**config.mk**
```make
export PLATFORM = sky130hd
export DESIGN_NAME = traffic_demand_sequencer
export DESIGN_NICKNAME = d
export VERILOG_FILES = /design/src/rtl/traffic_pkg.sv /design/src/rtl/sensor_debounce.sv /design/src/rtl/traffic_demand_sequencer.sv
export SDC_FILE = /design/constraint.sdc
export NUM_CORES = 1
export LEC_CHECK = 0
export ABC_CLOCK_PERIOD_IN_PS = 1300
export BUFFER_PORTS_ARGS = -buffer_cell sky130_fd_sc_hd__buf_4
export CORE_UTILIZATION = 51
export DETAILED_ROUTE_END_ITERATION = 10
export GPL_TIMING_DRIVEN = 0
export PLACE_DENSITY = 0.79
export SLEW_MARGIN = 40
export SYNTH_ARGS = -nofsm -noshare
export SYNTH_HDL_FRONTEND = slang
export SYNTH_HIERARCHICAL = 1
export SYNTH_SLANG_ARGS = --single-unit
```
**constraint.sdc**
```tcl
create_clock -name clk -period 1.3 [get_ports clk]
set_input_delay 0.065 -clock clk [delete_from_list [all_inputs] [get_ports clk]]
set_output_delay 0.065 -clock clk [all_outputs]
set_load 0.03 [all_outputs]
```
**src/rtl/traffic_pkg.sv**
```systemverilog
// Shared definitions for the traffic demand sequencer and the downstream light controller:
// sequencer state encoding, default timing constants and the round-robin road pick.
package traffic_pkg;

    typedef enum logic [1:0] {
        ST_IDLE     = 2'd0,
        ST_ISSUE    = 2'd1,
        ST_WAIT_ACK = 2'd2,
        ST_RUN      = 2'd3
    } state_t;

    localparam int unsigned DEF_DEBOUNCE_CYCLES = 4;
    localparam int unsigned DEF_TICK_DIV        = 10;
    localparam int unsigned DEF_ACK_TIMEOUT     = 8;
    localparam int unsigned DEF_IDLE_TICKS      = 12;

    // Road to grant next: the single pending road, or the one not served last on a tie.
    function automatic logic pick_road(input logic p1, input logic p2, input logic last_served);
        if (p1 && p2) begin
            return ~last_served;
        end
        return p2;
    endfunction

endpackage

```
**src/rtl/sensor_debounce.sv**
```systemverilog
// Two-flop synchronizer plus counting debouncer for one raw vehicle sensor;
// emits a one-cycle pulse on each accepted 0->1 transition of the debounced level.
module sensor_debounce
    import traffic_pkg::*;
#(
    parameter int unsigned DEBOUNCE_CYCLES = DEF_DEBOUNCE_CYCLES
) (
    input  logic clk,
    input  logic rst,
    input  logic sensor_in,
    output logic rise
);

    localparam logic [3:0] CNT_LAST = 4'(DEBOUNCE_CYCLES - 1);

    logic       sync1_q, sync1_d;
    logic       sync2_q, sync2_d;
    logic       level_q, level_d;
    logic       rise_q, rise_d;
    logic [3:0] cnt_q, cnt_d;

    always_comb begin
        sync1_d = sensor_in;
        sync2_d = sync1_q;
        level_d = level_q;
        rise_d  = 1'b0;
        cnt_d   = '0;
        // Count only an unbroken run of mismatches; the last one flips the level.
        if (sync2_q != level_q) begin
            if (cnt_q == CNT_LAST) begin
                level_d = sync2_q;
                rise_d  = sync2_q;
            end else begin
                cnt_d = cnt_q + 4'd1;
            end
        end
    end

    always_ff @(posedge clk) begin
        if (rst) begin
            sync1_q <= 1'b0;
            sync2_q <= 1'b0;
            level_q <= 1'b0;
            rise_q  <= 1'b0;
            cnt_q   <= '0;
        end else begin
            sync1_q <= sync1_d;
            sync2_q <= sync2_d;
            level_q <= level_d;
            rise_q  <= rise_d;
            cnt_q   <= cnt_d;
        end
    end

    assign rise = rise_q;

endmodule

```
**src/rtl/traffic_demand_sequencer.sv**
```systemverilog
// Latches debounced road demand and issues start pulses to the light controller with
// round-robin road selection. Define TRAFFIC_DEMAND_FREERUN_EN for the idle free-run start.
module traffic_demand_sequencer
    import traffic_pkg::*;
#(
    parameter int unsigned DEBOUNCE_CYCLES = DEF_DEBOUNCE_CYCLES,
    parameter int unsigned TICK_DIV        = DEF_TICK_DIV,
    parameter int unsigned ACK_TIMEOUT     = DEF_ACK_TIMEOUT,
    parameter int unsigned IDLE_TICKS      = DEF_IDLE_TICKS
) (
    input  logic clk,
    input  logic rst,
    input  logic sensor1,
    input  logic sensor2,
    input  logic ctrl_busy,
    output logic start_trafic,
    output logic dir_sel,
    output logic tick,
    output logic pend1,
    output logic pend2
);

    localparam logic [7:0] PRESC_LAST = 8'(TICK_DIV - 1);
    localparam logic [3:0] ACK_LAST   = 4'(ACK_TIMEOUT - 1);

    logic       rise1, rise2;
    state_t     state_q, state_d;
    logic       dir_sel_q, dir_sel_d;
    logic       last_served_q, last_served_d;
    logic       pend1_q, pend1_d;
    logic       pend2_q, pend2_d;
    logic [7:0] presc_q, presc_d;
    logic       tick_q, tick_d;
    logic [3:0] to_cnt_q, to_cnt_d;
    logic       serve_done;
`ifdef TRAFFIC_DEMAND_FREERUN_EN
    localparam logic [7:0] IDLE_LAST = 8'(IDLE_TICKS);
    logic [7:0] idle_cnt_q, idle_cnt_d;
`endif

    sensor_debounce #(.DEBOUNCE_CYCLES(DEBOUNCE_CYCLES)) u_deb1 (
        .clk       (clk),
        .rst       (rst),
        .sensor_in (sensor1),
        .rise      (rise1)
    );

    sensor_debounce #(.DEBOUNCE_CYCLES(DEBOUNCE_CYCLES)) u_deb2 (
        .clk       (clk),
        .rst       (rst),
        .sensor_in (sensor2),
        .rise      (rise2)
    );

    always_comb begin
        tick_d  = (presc_q == PRESC_LAST);
        presc_d = tick_d ? '0 : presc_q + 8'd1;
    end

    always_comb begin
        state_d       = state_q;
        dir_sel_d     = dir_sel_q;
        last_served_d = last_served_q;
        to_cnt_d      = '0;
        serve_done    = 1'b0;
        unique case (state_q)
            ST_IDLE: begin
                if (pend1_q || pend2_q) begin
                    state_d   = ST_ISSUE;
                    dir_sel_d = pick_road(pend1_q, pend2_q, last_served_q);
                end
`ifdef TRAFFIC_DEMAND_FREERUN_EN
                else if (idle_cnt_q == IDLE_LAST) begin
                    state_d   = ST_ISSUE;
                    dir_sel_d = ~last_served_q;
                end
`endif
            end
            ST_ISSUE: begin
                state_d = ST_WAIT_ACK;
            end
            ST_WAIT_ACK: begin
                if (ctrl_busy) begin
                    state_d = ST_RUN;
                end else if (to_cnt_q == ACK_LAST) begin
                    state_d = ST_IDLE;
                end else begin
                    to_cnt_d = to_cnt_q + 4'd1;
                end
            end
            ST_RUN: begin
                if (!ctrl_busy) begin
                    state_d       = ST_IDLE;
                    last_served_d = dir_sel_q;
                    serve_done    = 1'b1;
                end
            end
            default: begin
                state_d = ST_IDLE;
            end
        endcase
        // A new rise in the same cycle as the serve-clear keeps the demand.
        pend1_d = rise1 | (pend1_q & ~(serve_done & ~dir_sel_q));
        pend2_d = rise2 | (pend2_q & ~(serve_done & dir_sel_q));
    end

`ifdef TRAFFIC_DEMAND_FREERUN_EN
    always_comb begin
        idle_cnt_d = '0;
        if (state_q == ST_IDLE && !pend1_q && !pend2_q && !rise1 && !rise2) begin
            idle_cnt_d = tick_q ? idle_cnt_q + 8'd1 : idle_cnt_q;
        end
    end
`endif

    always_ff @(posedge clk) begin
        if (rst) begin
            state_q       <= ST_IDLE;
            dir_sel_q     <= 1'b0;
            last_served_q <= 1'b1;
            pend1_q       <= 1'b0;
            pend2_q       <= 1'b0;
            presc_q       <= '0;
            tick_q        <= 1'b0;
            to_cnt_q      <= '0;
`ifdef TRAFFIC_DEMAND_FREERUN_EN
            idle_cnt_q    <= '0;
`endif
        end else begin
            state_q       <= state_d;
            dir_sel_q     <= dir_sel_d;
            last_served_q <= last_served_d;
            pend1_q       <= pend1_d;
            pend2_q       <= pend2_d;
            presc_q       <= presc_d;
            tick_q        <= tick_d;
            to_cnt_q      <= to_cnt_d;
`ifdef TRAFFIC_DEMAND_FREERUN_EN
            idle_cnt_q    <= idle_cnt_d;
`endif
        end
    end

    assign start_trafic = (state_q == ST_ISSUE);
    assign dir_sel      = dir_sel_q;
    assign tick         = tick_q;
    assign pend1        = pend1_q;
    assign pend2        = pend2_q;

endmodule

```
==> summary.md, run 1 <==
| Metric | Value |
|---|---|
| Initial antenna violation count | `0` |
| Netlist cell types | `30` |
| Area after DPL | `between 0.001 and 0.0015 sq mm` |
| Max Cap Viol | `0` |
| Placed cell count | `175` |
| Share of cells above drive strength 1 | `27.8%` |
| Initial core utilization | `54.0%` |
| Flops & latches, synth | `35` |
| Total core area | `0.00248 sq mm` |
| DRC Markers | `0` |
| Peak VDD IR | `about 0.0009 V` |
| Clock Latency Late Sink | `0.33 ns` |
| Port Buffer Count | `9` |
| Sw Ratio | `22.0%` |
| CP Launch Type | `register` |
| Post-synthesis net count | `between 100 and 150` |
| Fillcell total | `193` |
| Pin slew with the least headroom to its limit | `0.364 ns` |
| Total die area | `~0.0028 sq mm` |
| Number of nets with antenna violations after routing | `0` |
| Vias/cell | `5.13` |
| Hpwl dp | `1.46 mm` |
| Grt total ovfl | `0` |
| LEAKAGE | `approximately 0.63 nW` |
| Worst Path Class, Setup | `register to register` |
| Final #Nets | `171` |
| Worst flop-to-flop path startpoint | `to_cnt_q[1]` |
| Post-synthesis async set-or-reset flop share | `0%` |
| Status | `finished with violations` |
| Post-Layout Cell Count | `192` |
| Crit path max-delay family | `simple AND/OR/NAND/NOR gates` |
| Gr usage total | `18.4%` |
| Clock Skews | `0.00528 ns` |
| Period utilization | `107%` |
| Endpoint class of the critical path | `register` |
| Overall die width | `53.2 um` |
| Area Overhead vs Synth | `23.9%` |
| Total power | `1.72 mW` |
| Final worst setup slack | `-0.0866 ns` |
| Total routed wirelength | `2.29 mm` |
| Clock power share | `31.5%` |
| Primary FF master, synth | `dfxtp_1` |
| CP arrival | `~1.7 ns` |
| Clock sink total | `35` |
| Failing checks | `negative setup slack` |
| Global-route wire length before repair | `between 3 and 4 mm` |
| Fin area | `0.00166 sq mm` |
| Vias | `985` |
| Fin crit period | `1.39 ns` |
| Root buf cell | `clkbuf_4` |
| Die Height | `~53 um` |
| Flop pwr share | `64.0%` |
| Hold Startpoint | `rst` |
| GP Congestion | `~0.77` |
| Clock slew at reported path FFs | `0.09 ns` |
| Most common cell in the synthesized netlist | `dfxtp_1` |
| Cts bufs inserted | `5` |
| Final slew viol count | `0` |
| Final setup viols | `4` |
| CTS tree | `done` |
| # rows | `18` |
| Drt wl/cell | `11.9 um` |
| Logic pwr share | `under 10%` |
| CP max FO | `4` |
| Max incr delay on CP | `roughly 0.52 ns` |
| Inserted Diodes | `0` |
| YS warnings | `6` |
| Post-Syn Area | `between 0.001 and 0.0015 sq mm` |
| Critical path launch point | `to_cnt_q[1]` |
| EDFF count, synth | `0` |
| Internal Pwr Total | `1.34 mW` |
| Req. time, crit path | `1.56 ns` |
| Final Hold Fails | `0` |
| Fmax | `721 MHz` |
| Rel. slew slack | `75.8%` |
| Tightest Hold Check Type | `input pin to register` |
| PwrDens | `a little over 1000 mW/mm^2` |
| Pre-antenna DRT Iters | `4` |
| Post-synth top area share | `52.4%` |
| Sequential element share of the synthesized area | `between 50% and 60%` |
| Mapped Avg Cell Area | `9.83 sq um` |
| Sw Pwr | `between 300 and 400 uW` |
| Largest cells by area after synthesis | `dfxtp_1 52%, nor2_1 6.7%, ha_1 4.7%` |
| Bufs and invs on worst path | `0` |
| Vias in the first global route | `875` |
| Post-synth top cells | `35 x dfxtp_1, 24 x nor2_1, 8 x nand3_1` |
| Post-Synthesis Cells | `136` |
| Bufs on Longest Clock Path | `2` |
| Slowest cell on crit path | `or4b_4` |
| CP Cell Sequence | `ha_4, and3b_1, or4b_4, nor2_1` |
| Largest net degree at the start of global routing | `11` |
| Unrepaired setup endpoints after global routing | `yes` |
| IO Pins | `10` |
| Synth area leader | `dfxtp_1` |
| Starting DRT DRC Count | `12` |
| H-tree depth | `2` |
-- timing repair --
action | in CTS | in global routing
pin swaps | 1 | 5
hold endpoints to repair | 7 | 0
setup endpoints to repair | 12 | 20
gates resized for setup | 6 | 15
hold buffers | 6 | 0
buffers inserted | 2 | 1
-- worst register-to-register path, delay by kind of cell, from the launching register on --
kind	cells	cell delay (ns)
AND/OR/NAND/NOR	3	0.82
adder cells (fa/ha/maj)	1	0.15
flip-flops	1	0.35
-- area by class of cell --
type                    count  area, sq um  share of cell area, %
clock buffers               7         45.0                   2.72
flip-flops and latches     35          711                   42.9
well taps                  30         37.5                   2.27
plain buffers               1         3.75                  0.227
inverters                   7         26.3                   1.59
repair buffers             18          150                   9.06
multi-input cells          93          678                   40.9
clock inverters             1         5.00                  0.302
-- placed cells by master (no fill, tap or decap), types with 2 or more instances in the layout --
cell type / count
a21oi_1: 7
and2b_2: 2
and3_2: 2
buf_4: 12
clkbuf_1: 3
clkbuf_4: 5
dfxtp_1: 29
dfxtp_2: 5
dlygate4sd3_1: 6
ha_1: 2
ha_4: 2
inv_1: 7
mux2i_1: 2
nand2_1: 4
nand3_1: 7
nor2_1: 20
nor2_2: 4
nor2b_1: 4
nor3_1: 2
o21ai_0: 4
or3_1: 3
or3_4: 2
xnor2_1: 7
xor2_1: 4
-- registers in the layout (all words and copies together), names as in the netlist --
signal and flops:
u_deb2/rise 1, dir_sel 1, u_deb1/rise 1, pend1 1, to_cnt_q 4, presc_q 8, u_deb2/level_q 1, u_deb1/sync1_q 1
u_deb1/level_q 1, u_deb1/cnt_q 4, u_deb2/sync2_q 1, state_q 2, u_deb2/sync1_q 1, last_served_q 1, pend2 1, u_deb2/cnt_q 4
tick 1, u_deb1/sync2_q 1
-- power by group through the flow --
stage	clock network (mW)	logic, mW	registers (mW)
2_1_floorplan	0	0.0358	1.12
3_5_place_dp	0	0.0565	1.13
4_1_cts	0.563	0.0719	1.10
5_1_grt	0.603	0.0858	1.10
6_report	0.543	0.0770	1.10
3_3_place_gp	0	0.0540	1.13
-- stage by stage --
stage	utilization (%)	setup slack, ns	setup TNS, ns	hold slack (ns)
after floorplan	-	-0.00307	-0.0123	0.137
after global placement	58.3	-0.0725	-0.698	0.280
after detailed placement	58.3	-0.0983	-0.883	0.288
after CTS	64.3	-0.0782	-0.274	0.0586
after global routing	66.9	-0.112	-0.433	0.0664
final	66.9	-0.0866	-0.279	0.0708
-- cells by family after synthesis --
kind of cell    after synthesis  synth area share [%]
simple gates                 61                  26.0
flops                        35                  52.4
compound gates               14                  5.99
xor+xnor                     11                  7.20
buf+inv                       8                  2.25
fa+ha+maj                     5                  4.68
mux                           2                  1.50
-- metal layers --
layer | up-vias | track usage, % | wire length, um
met4 | 0 | 7.89 | 27
met3 | 4 | 9.77 | 105
li1 | 506 | - | -
met2 | 14 | 29.4 | 1170
met5 | - | 0 | 0
met1 | 461 | 20.0 | 988
-- path summary, 6_finish.rpt --
path	end	slack [ns]	cells after the start
worst min-delay path	u_deb1/cnt_q[0]	0.07	3
worst max register to register	to_cnt_q[1]	-0.09	4
worst min register to register	u_deb1/cnt_q[0]	0.42	1
worst max-delay path	to_cnt_q[1]	-0.09	4
Power figures use the tool's default switching activity.
==> run 2, diff against run 1 <==
Settings changed: SYNTH_HIERARCHICAL 1 to default.
==> run 2 against run 1 <==
Effect of this change:
- the flow still finishes with violations (negative setup slack)
- count of clock-buffer cells in the layout fell by 1
- global-route usage fell by 0.73 points
- non-clock buffer count fell by 2
- register-to-register slack barely moved
- die area fell by 0.62%
- combinational power fell by 8.8%
- setup slack improved by 0.0075 ns
- flip-flop and latch count did not move
- hold slack improved by 0.058 ns
- area after synthesis fell by 0.65%
- critical endpoint is now to_cnt_q[0]
- maximum frequency rose by 0.55%
==> summary.md, run 2 <==
| Metric | Value |
|---|---|
| Total power | `1.97 mW` |
| CP arrival | `roughly 1.7 ns` |
| CTS tree | `done` |
| Post-synth top area share | `about 53%` |
| Final slew viol count | `0` |
| Clock sink total | `35` |
| Initial antenna violation count | `0` |
| Drt wl/cell | `12.2 um` |
| Gr usage total | `17.7%` |
| Area Overhead vs Synth | `24.7%` |
| Metal-1 WL | `1.04 mm` |
| Internal Pwr Total | `between 1.5 and 2 mW` |
| YS warnings | `0` |
| Endpoint class of the critical path | `register` |
| Total routed wirelength | `2.33 mm` |
| Clock Skews | `between 0.003 and 0.004 ns` |
| Post-synthesis async set-or-reset flop share | `0%` |
| Mapped Avg Cell Area | `9.63 sq um` |
| CP Launch Type | `register` |
| Starting DRT DRC Count | `10` |
| Die Height | `roughly 53 um` |
| Primary FF master, synth | `dfxtp_1` |
| Final #Nets | `170` |
| Final setup viols | `4` |
| Final Hold Fails | `0` |
| Post-Syn Area | `0.00133 sq mm` |
| Max FFs per register | `8` |
| Failing checks | `negative setup slack` |
| Most common cell after layout, fill and taps aside | `dfxtp_1` |
| Post-Synthesis Cells | `138` |
| Worst slack at placement | `-0.176 ns` |
| Placed cell count | `176` |
| IO Pins | `10` |
| Fmax | `between 700 and 800 MHz` |
| Total core area | `0.00248 sq mm` |
| Clock slew at reported path FFs | `0.10 ns` |
| Unrepaired setup endpoints after global routing | `yes` |
| CP max FO | `4` |
| Rel. slew slack | `69.0%` |
| Pin slew with the least headroom to its limit | `~0.46 ns` |
| Overall die width | `53.0 um` |
| H-tree depth | `2` |
| Max Cap Viol | `0` |
| Max layer used | `met4` |
| Vias in the first global route | `873` |
| Grt total ovfl | `0` |
| Req. time, crit path | `1.57 ns` |
| Netlist cell types | `30` |
| Port Buffer Count | `8` |
| Clock power share | `40.3%` |
| Met3 Wirelength | `84 um` |
| Post-Layout Cell Count | `roughly 190` |
| Share of cells above drive strength 1 | `27.3%` |
| Fin crit period | `1.38 ns` |
| Initial core utilization | `53.6%` |
| Clock Latency Late Sink | `roughly 0.32 ns` |
| Vias | `969` |
| Largest cells by area after synthesis | `dfxtp_1 53%, nor2_1 6.8%, ha_1 4.7%` |
| Vias/cell | `5.07` |
| Largest register by flop count | `presc_q` |
| Pre-antenna DRT Iters | `4` |
| Hold slack | `0.129 ns` |
| Register area | `between 700 and 800 sq um` |
| Worst Path Class, Setup | `register to register` |
| Final worst setup slack | `-0.0791 ns` |
| Sw Ratio | `19.8%` |
| GP Congestion | `0.714` |
| Fillcell total | `around 200` |
| Total die area | `about 0.0028 sq mm` |
| Sw Pwr | `391 uW` |
| Final core occ | `66.9%` |
| LEAKAGE | `0.629 nW` |
| Sequential element share of the synthesized area | `52.7%` |
| DRC Markers | `0` |
| Post-synth top cells | `35 x dfxtp_1, 24 x nor2_1, 8 x nand3_1` |
| Multi-input gate area | `671 sq um` |
| Tightest Hold Check Type | `input pin to register` |
| Bufs on Longest Clock Path | `2` |
| Most frequent cells in the layout | `28 x dfxtp_1, 21 x nor2_1, 12 x buf_4` |
| Flop pwr share | `between 50% and 60%` |
| Logic pwr share | `3.6%` |
| Peak VDD IR | `roughly 0.001 V` |
| Global-route wire length before repair | `3.48 mm` |
| Synth area leader | `dfxtp_1` |
| Period utilization | `106%` |
| PwrDens | `1190 mW/mm^2` |
| Root buf cell | `clkbuf_4` |
| Largest net degree at the start of global routing | `12` |
| Hpwl dp | `1.53 mm` |
| Met2 WL post-DR | `1.18 mm` |
| Status | `finished with violations` |
| Flops & latches, synth | `35` |
| Most common cell in the synthesized netlist | `dfxtp_1` |
| EDFF count, synth | `0` |
| Inserted Diodes | `0` |
| # rows | `18` |
| Post-synthesis net count | `148` |
| Cts bufs inserted | `5` |
| Number of nets with antenna violations after routing | `0` |
## run 2: metal layers
metal  up-vias  GRT usage (%)
li1        506              -
met1       443           18.0
met2        18           32.1
met3         2           7.76
met4         0           5.26
met5         -              0
## run 2: cell families (layout without fill, tap and decap cells)
family                   count (synthesis)  count (layout)  synth area share, %
buffers and inverters                    8              31                 2.26
AND/OR/NAND/NOR                         63              63                 25.5
AO/OA/AOI/OAI                           14              14                 6.03
adder cells (fa/ha/maj)                  5               5                 4.71
multiplexers                             2               2                 1.51
XOR/XNOR                                11              11                 7.25
flip-flops                              35              35                 52.7
## run 2: per-stage QoR
stage,TNS (ns),area (sq um)
2_1_floorplan,-0.0122,1330
4_1_cts,-0.198,1630
6_report,-0.280,1660
5_1_grt,-0.432,1660
3_3_place_gp,-1.12,1430
3_5_place_dp,-1.89,1430
## run 2: timing repair
item / in CTS / in global routing
pin swaps: 2 / 4
hold endpoints to repair: 3 / 0
hold buffers: 3 / 0
buffers inserted: 3 / 1
gates cloned: 0 / 0
setup endpoints to repair: 22 / 21
resized for setup: 15 / 7
## run 2: critical path, cell delays in order, from the launching register on
cell and delay [ns]:
dfxtp_2 0.35, ha_4 0.15, and3b_1 0.17, or4b_4 0.53, nor2_1 0.12
## run 2: final timing paths
kind | to | cells after the start | slack (ns) | from
max | to_cnt_q[0] | 4 | -0.08 | to_cnt_q[0]
min | u_deb2.sync1_q | 2 | 0.13 | rst
max reg2reg | to_cnt_q[0] | 4 | -0.08 | to_cnt_q[0]
min reg2reg | u_deb2.cnt_q[0] | 1 | 0.42 | u_deb2.cnt_q[0]
## run 2: final cells by class
cell class | count | share of cell area (%)
buffer | 2 | 0.453
clock buffer | 6 | 3.10
multi-input combinational | 95 | 40.5
inverter | 6 | 1.36
clock inverter | 2 | 2.11
timing repair buffer | 15 | 7.25
tap | 30 | 2.27
sequential | 35 | 43.0
## run 2: power by group through the flow
stage / Sequential [mW] / Clock (mW) / Combinational [mW]
floorplan: 1.13 / 0 / 0.0398
global placement: 1.13 / 0 / 0.0543
detailed placement: 1.13 / 0 / 0.0564
CTS: 1.10 / 0.812 / 0.0686
global route: 1.11 / 0.851 / 0.0780
finish: 1.11 / 0.795 / 0.0702
==> run 3, diff against run 2 <==
Settings changed: SETUP_SLACK_MARGIN from default to 0.15.
==> run 3 against run 2 <==
Effect of this change:
- the flow still finishes with violations (negative setup slack)
- first-iteration DRC count fell by 30%
- hold slack got worse by 0.051 ns
- clock power fell by 19%
- flip-flop and latch count did not move
- non-clock buffer count rose by 4
- final cell count rose by 2.1%
- sequential share of layout area fell by 1.7 points
- utilization rose by 4.6 points
- global-route usage rose by 2.6 points
- die area did not move
- register-to-register slack improved by 0.02 ns
- critical endpoint is now to_cnt_q[1]
- largest power group unchanged
- highest routed layer unchanged
==> summary.md, run 3 (synthesis gave the netlist of run 2 again) <==
| Metric | Value |
|---|---|
| Status | `finished with violations` |
| Failing checks | `negative setup slack` |
| Vias/cell | `5.33` |
| Peak VDD IR | `0.000960 V` |
| Sw Ratio | `21.0%` |
| Rel. slew slack | `approximately two thirds` |
| Port Buffer Count | `8` |
| Fin crit period | `roughly 1.4 ns` |
| CP arrival | `1.62 ns` |
| Overall die width | `53.0 um` |
| H-tree depth | `2` |
| CP max FO | `4` |
| Largest register by flop count | `presc_q` |
| Worst slack at placement | `-0.0571 ns` |
| Most common cell after layout, fill and taps aside | `dfxtp_1` |
| Inserted Diodes | `0` |
| Final worst setup slack | `-0.0590 ns` |
| Final setup viols | `4` |
| GP Congestion | `0.799` |
| Logic pwr share | `5.4%` |
| Clock sink total | `35` |
| Hpwl dp | `1.52 mm` |
| CTS tree | `done` |
| Fmax | `736 MHz` |
| Initial antenna violation count | `0` |
| DRC Markers | `0` |
| Period utilization | `105%` |
| Total die area | `about 0.0028 sq mm` |
| # rows | `18` |
| Share of cells above drive strength 1 | `41.2%` |
| Global-route wire length before repair | `3.91 mm` |
| Fin area | `approximately 0.0018 sq mm` |
| Area Overhead vs Synth | `33.2%` |
| Vias in the first global route | `just under 1k` |
| Bufs on Longest Clock Path | `2` |
| CP Launch Type | `register` |
| Clock power share | `34.8%` |
| Clock Latency Late Sink | `0.32 ns` |
| LEAKAGE | `between 0.6 and 0.7 nW` |
| Die Height | `about 53 um` |
| Total routed wirelength | `about 2.4 mm` |
| Tightest Hold Check Type | `input pin to register` |
| Final Hold Fails | `0` |
| Pre-antenna DRT Iters | `4` |
| Area after DPL | `0.00148 sq mm` |
| Internal Pwr Total | `1.46 mW` |
| Sw Pwr | `388 uW` |
| Flop pwr share | `59.8%` |
| Cts bufs inserted | `5` |
| Vias | `1,040` |
| Setup TNS | `-0.194 ns` |
| PwrDens | `~1000 mW/mm^2` |
| Worst flop-to-flop path startpoint | `to_cnt_q[0]` |
| Unrepaired setup endpoints after global routing | `yes` |
| Largest net degree at the start of global routing | `11` |
| Starting DRT DRC Count | `7` |
| Max Cap Viol | `0` |
| Gr usage total | `20.3%` |
| Clock Skews | `0.00808 ns` |
| Final slew viol count | `0` |
| Register area | `731 sq um` |
| Drt wl/cell | `12.2 um` |
| Total core area | `between 0.002 and 0.0025 sq mm` |
| Fillcell total | `176` |
| Number of nets with antenna violations after routing | `0` |
| Clock slew at reported path FFs | `0.10 ns` |
| Most frequent cells in the layout | `19 x dfxtp_1, 17 x nor2_1, 15 x buf_4` |
| Endpoint class of the critical path | `register` |
| Initial core utilization | `53.6%` |
| Critical path launch point | `to_cnt_q[0]` |
| Hold Startpoint | `ctrl_busy` |
| Final #Nets | `174` |
| Grt total ovfl | `0` |
| Worst Path Class, Setup | `register to register` |
| Multi-input gate area | `between 700 and 800 sq um` |
| Req. time, crit path | `~1.6 ns` |
| Max FFs per register | `8` |
| IO Pins | `10` |
| Root buf cell | `clkbuf_4` |
| Pin slew with the least headroom to its limit | `0.484 ns` |
[run 3: layout make-up]
type                       count  area share, %
buffer                         2          0.424
clock buffer                   8           3.89
inverter                       6           1.27
multi-input combinational     95           42.3
sequential                    35           41.3
tap                           30           2.12
timing repair buffer          19           8.69
[run 3: worst max-delay path: stages, from the launching register on]
cell,delay [ns]
dfxtp_2,0.35
ha_4,0.15
and3b_1,0.17
or4b_4,0.52
nor2_1,0.11
[run 3: repair_timing]
action,4_1_cts,5_1_grt
gates resized for setup,23,15
buffers inserted,7,1
hold endpoints to repair,2,1
endpoints found under the setup margin,23,24
hold buffers,2,1
pin swaps,7,1
[run 3: metrics by stage]
step | total power [mW] | hold WS (ns) | instances | util, %
floorplan | 1.17 | 0.193 | 138 | -
global placement | 1.19 | 0.275 | 176 | 59.6
detailed placement | 1.19 | 0.281 | 176 | 59.6
CTS | 1.85 | 0.00401 | 193 | 68.9
global route | 1.96 | 0.0542 | 195 | 71.5
finish | 1.85 | 0.0777 | 195 | 71.5
[run 3: worst paths after layout]
kind | depth (start not counted) | slack [ns] | end
worst max-delay path | 4 | -0.06 | to_cnt_q[1]
worst min-delay path | 3 | 0.08 | last_served_q
worst max register to register | 4 | -0.06 | to_cnt_q[1]
worst min register to register | 2 | 0.45 | pend1
[run 3: layer usage]
metal / vias to the layer above / track usage [%] / share of wire (%)
li1: 516 / - / -
met1: 499 / 20.1 / 44
met2: 23 / 34.6 / 51
met3: 2 / 9.77 / 4.4
met4: 0 / 10.5 / 0.80
met5: - / 0 / 0
[run 3: power by group through the flow]
stage	Clock, mW	Combinational (mW)	Sequential (mW)
6_report	0.642	0.0997	1.10
5_1_grt	0.740	0.109	1.11
4_1_cts	0.663	0.0858	1.11
3_5_place_dp	0	0.0619	1.13
3_3_place_gp	0	0.0590	1.13
2_1_floorplan	0	0.0442	1.13
